==> config.mk <==
export PLATFORM = sky130hd
export DESIGN_NAME = matmul2x2_k2
export DESIGN_NICKNAME = d
export VERILOG_FILES = /design/src/rtl/matmul2x2_k2.sv
export SDC_FILE = /design/constraint.sdc
export NUM_CORES = 2
export LEC_CHECK = 0
export BUFFER_PORTS_ARGS = -buffer_cell sky130_fd_sc_hd__buf_2
export CORE_MARGIN = 4
export CORE_UTILIZATION = 35
export CTS_CLUSTER_DIAMETER = 60
export CTS_CLUSTER_SIZE = 24
export DETAILED_ROUTE_END_ITERATION = 7
export GPL_TIMING_DRIVEN = 0
export MAX_ROUTING_LAYER = met4
export PLACE_DENSITY = 0.56
export SKIP_CTS_REPAIR_TIMING = 1
export SLEW_MARGIN = 40
export SYNTH_ARGS = -nofsm -noshare
export SYNTH_HDL_FRONTEND = slang
export SYNTH_SLANG_ARGS = --single-unit
==> constraint.sdc <==
create_clock -name clk -period 8.9 [get_ports clk]
set_input_delay 1.335 -clock clk [delete_from_list [all_inputs] [get_ports clk]]
set_output_delay 1.335 -clock clk [all_outputs]
set_load 0.05 [all_outputs]
==> src/rtl/matmul2x2_k2.sv <==
// 2x2 by 2x2 signed matrix multiplier, one MAC per element, K stepped over two cycles.
// Operands are captured on start; C and done are registered and held in DONE.
module matmul2x2_k2 #(
  parameter int DATA_W = 8,
  parameter int ACC_W  = 32
) (
  input  logic                           clk,
  input  logic                           rst_n,
  input  logic                           start,
  input  logic [1:0][1:0][DATA_W-1:0]    A,
  input  logic [1:0][1:0][DATA_W-1:0]    B,
  output logic [1:0][1:0][ACC_W-1:0]     C,
  output logic                           done
);

  localparam int PW = 2 * DATA_W;

  typedef enum logic [1:0] {
    S_IDLE,
    S_MAC0,
    S_MAC1,
    S_DONE
  } state_t;

  state_t                       r_state;
  logic [1:0][1:0][DATA_W-1:0]  r_aq;
  logic [1:0][1:0][DATA_W-1:0]  r_bq;
  logic [1:0][1:0][ACC_W-1:0]   r_acc;
  logic [1:0][1:0][ACC_W-1:0]   r_c;
  logic                         r_done;

  logic                         w_k;
  logic [1:0][1:0][ACC_W-1:0]   w_sum;

  assign C    = r_c;
  assign done = r_done;
  assign w_k  = (r_state == S_MAC1);

  // Four parallel MACs; the k index follows the MAC state.
  always_comb begin
    w_sum = '0;
    for (int i = 0; i < 2; i++) begin
      for (int j = 0; j < 2; j++) begin
        logic [DATA_W-1:0] v_a;
        logic [DATA_W-1:0] v_b;
        logic [PW-1:0]     v_ae;
        logic [PW-1:0]     v_be;
        logic [PW-1:0]     v_p;
        v_a  = r_aq[i][w_k];
        v_b  = r_bq[w_k][j];
        v_ae = {{DATA_W{v_a[DATA_W-1]}}, v_a};
        v_be = {{DATA_W{v_b[DATA_W-1]}}, v_b};
        v_p  = PW'($signed(v_ae) * $signed(v_be));
        w_sum[i][j] = r_acc[i][j]
                    + {{(ACC_W-PW){v_p[PW-1]}}, v_p};
      end
    end
  end

  always_ff @(posedge clk or negedge rst_n) begin
    if (!rst_n) begin
      r_state <= S_IDLE;
      r_aq    <= '0;
      r_bq    <= '0;
      r_acc   <= '0;
      r_c     <= '0;
      r_done  <= 1'b0;
    end else begin
      unique case (r_state)
        S_IDLE: begin
          if (start) begin
            r_aq    <= A;
            r_bq    <= B;
            r_acc   <= '0;
            r_state <= S_MAC0;
          end
        end
        S_MAC0: begin
          r_acc   <= w_sum;
          r_state <= S_MAC1;
        end
        S_MAC1: begin
          r_acc   <= w_sum;
          r_state <= S_DONE;
        end
        S_DONE: begin
          // First DONE cycle publishes the result; later cycles wait for start low.
          if (!r_done) begin
            r_c    <= r_acc;
            r_done <= 1'b1;
          end else if (!start) begin
            r_done  <= 1'b0;
            r_state <= S_IDLE;
          end
        end
        default: r_state <= S_IDLE;
      endcase
    end
  end

endmodule

==> results summary <==
The run finished with clean final reports. The number of CTS-inserted buffers is 38. The required time reported for the critical path endpoint is around 9.4 ns. The total number of clock tree sinks came out at roughly 320. The slack of the worst reg-to-reg path is between 0.3 and 0.4 ns.

The share of synthesized flip-flops with an asynchronous set or reset is 100%. During placement, the flow inserted port buffers numbering approximately 200. On the worst path, the slowest cell contributes a delay of between 0.5 and 0.6 ns. The insertion delay to the later sink of the worst-skew pair came out at 0.58 ns. The global-route wire length before repair is roughly 120 mm. The worst clock skew came out at around 0.046 ns. The combined global-route utilization of all metal layers is approximately 18%. For the worst setup path, the data arrival time is a little over 9 ns.

The most frequent standard cell in the layout excluding fill and tap cells is sky130_fd_sc_hd__inv_1. Synthesis handed over a netlist of approximately 2900 instances. The die is just under 300 µm wide. The core box area came out at between 70000 and 80000 µm².

The repair_antennas step left the layout with diodes totalling 0. The pin count of the biggest net entering global routing came out at about 70. The final count of negative-setup-slack endpoints came out at 0.

The average vias per placed instance is 5.03. The hold violation total from the final report came out at 0. The worst setup path is captured at a flop.

The flop and latch count out of synthesis came out at roughly 320. The CTS root buffer is sky130_fd_sc_hd__clkbuf_16. For this run, the register share of the synthesized area comes to between 20 and 30%. The total number of yosys warnings is 0. The number of nets in the synthesized netlist is roughly 3400. The critical path contains buffers and inverters numbering 6 combined. The count of H-tree levels built during CTS came out at 2. The first-pass iteration count of the detailed router came out at 5. The largest fanout of any net on the critical path is 12.

Fill cells in the final layout number a little under 8000. The final number of max-transition violations came out at 0. The I/O pin count is about 200. In the layout the commonest cells are 383 x sky130_fd_sc_hd__inv_1, 323 x sky130_fd_sc_hd__dfrtp_1, 260 x sky130_fd_sc_hd__nor2_1. The kind of cell with the highest combined delay along the critical path is adder cells. The category of the worst setup path launch point is a flop. After routing, the total negative slack on setup checks comes to 0 ns. The number of enable flip-flop cells after synthesis is 0.

The total standard cell area after synthesis came out at between 20000 and 30000 µm². The largest individual stage delay along the critical path comes from the cell sky130_fd_sc_hd__fa_1. The total congestion overflow after global routing is 0.

The utilization after layout is about 41%. The number of routed nets with antenna violations came out at 0. The height of the chip came out at 292 µm. The wire-length estimate of the detail-placed layout is about 60 mm. The highest achievable clock rate is 116 MHz. The cell that appears most often on the critical path is sky130_fd_sc_hd__fa_1.

The period utilization is 96.5%. The slew at the pin closest to its max-slew limit came out at slightly below 1 ns. The initial antenna violation count is 1. The pre-CTS setup slack is -1.87 ns. Max-cap violations in this run came to 0. The final worst-path setup slack came out at about 0.31 ns. After floorplanning, the core was divided into about 100 placement rows.

The normalized max-slew margin is ~33%. The layout overhead on the synthesized area is 15.7%. The die footprint is around 85000 µm².

The final design area excluding fillers came out at 32600 µm². The routability congestion estimate came out at 0.851. The via count of the first global-routing pass is around 22000. The clock input transition at the sequential cells of the worst setup and hold paths came out at roughly 0.070 ns. The total routed wirelength came out at roughly 76 mm. The prevailing post-synth register cell is sky130_fd_sc_hd__dfrtp_1.

The maximum buffer depth of the clock tree is 3. The net count of the finished layout came out at approximately 3700. The netlist uses 83 different library cells. The fraction of layout instances using a drive strength above 1 came out at 19.2%. The placed instance area is about 30000 µm². The initial core utilization came out at between 30% and 40%.

The count of routing violations after the opening detailed-route iteration came out at approximately 1100. TritonCTS built the clock tree. The synthesized area divided by synthesized cell count is 9.79 µm². For this run, design rule violations remaining after detail routing come to 0. Counting I/O delays and the setup requirement, the final critical path takes around 8.6 ns. The worst hold path belongs to the class flop to flop. The routed wire length per instance came out at around 18 µm. The startpoint-to-endpoint class of the critical path is flop to flop. The routed layout has between 20000 and 25000 vias.
cell usage after synthesis (all sizes together) (4+ instances only):
cell	instances	share of area (%)
inv	384	5.1
dfrtp	323	29
nor2	260	3.5
ha	251	11
fa	224	16
nand2	211	2.8
mux2	208	8.3
o21ai	157	2.8
a21oi	117	2.2
xnor2	101	3.1
clkbuf	76	1.0
a21o	62	1.7
xor2	55	1.7
mux2i	41	1.5
nand2b	38	0.84
nor3	28	0.50
nand3	25	0.44
nor2b	25	0.55
o21a	23	0.61
and3	22	0.49
or3	20	0.47
o211ai	19	0.51
a211oi	18	0.50
or2	17	0.38
a31oi	16	0.38
o21bai	16	0.43
o31ai	16	0.43
a22o	13	0.40
a2111oi	9	0.35
nand4	9	0.20
a32o	7	0.25
nor4	7	0.16
o41ai	7	0.40
a211o	6	0.19
o22ai	6	0.13
a21boi	4	0.11
a221oi	4	0.19
a41oi	4	0.12
buf	4	0.053
o2111ai	4	0.15
path summary, 6_finish.rpt:
check                                         end              startpoint  depth (start not counted)
max                        r_acc[127]$_DFFE_PN0P_  r_state[0]$_DFFE_PN0P_                         29
min                              C[1]$_DFFE_PN0P_        C[1]$_DFFE_PN0P_                          2
max reg2reg                r_acc[127]$_DFFE_PN0P_  r_state[0]$_DFFE_PN0P_                         29
min reg2reg                      C[1]$_DFFE_PN0P_        C[1]$_DFFE_PN0P_                          2
max in group asynchronous       C[44]$_DFFE_PN0P_                   rst_n                          4
min in group asynchronous      C[110]$_DFFE_PN0P_                   rst_n                          1
worst min-delay path: cells and delay by family, from the launching register on:
kind            cells  cell delay (ns)
compound gates      1             0.06
simple gates        1             0.05
flops               1             0.35
per-stage QoR:
step                      hold WS [ns]  instances
after global routing             0.516       4216
after CTS                        0.503       4201
after detailed placement         0.488       4133
after global placement           0.458       4126
final                            0.486       4216
after floorplan                  0.468       2881
routing by layer:
layer,track usage (%),part of all wire [%],wire (µm),vias up
met2,31.0,49,37500,376
met4,3.75,2.4,1810,0
met3,2.37,4.0,3020,94
met1,23.4,44,33600,10500
li1,-,-,-,10200
met5,-,0,0,-
area by class of cell:
type	instances	area [µm²]	area share, %
plain buffers	79	365	1.12
clock buffers	40	980	3.00
clock inverters	28	414	1.27
inverters	384	1450	4.43
multi-input cells	2095	18800	57.5
flip-flops and latches	323	8080	24.8
well taps	1050	1310	4.03
repair buffers	217	1270	3.88
sequential cells by signal, indices dropped and copies added, names as in the netlist:
| name | flops |
|---|---|
| r_aq | 32 |
| r_acc | 128 |
| r_bq | 32 |
| done | 1 |
| r_state | 2 |
| C | 128 |
logic make-up (layout without fill, tap and decap cells):
kind of cell / count (synthesis) / count (layout) / share of synthesized area [%]
AOI/OAI and AO/OA: 536 / 536 / 12.7
xor gates and xnor gates: 156 / 157 / 4.85
adders and majority gates: 475 / 475 / 27.0
buffers and inverters: 464 / 748 / 6.18
DFF: 323 / 323 / 28.7
muxes: 249 / 249 / 9.76
and+or+nand+nor: 678 / 678 / 10.8
Power is not shown: default switching activity piles up to over one toggle a cycle in this logic, so the estimate is an artifact.
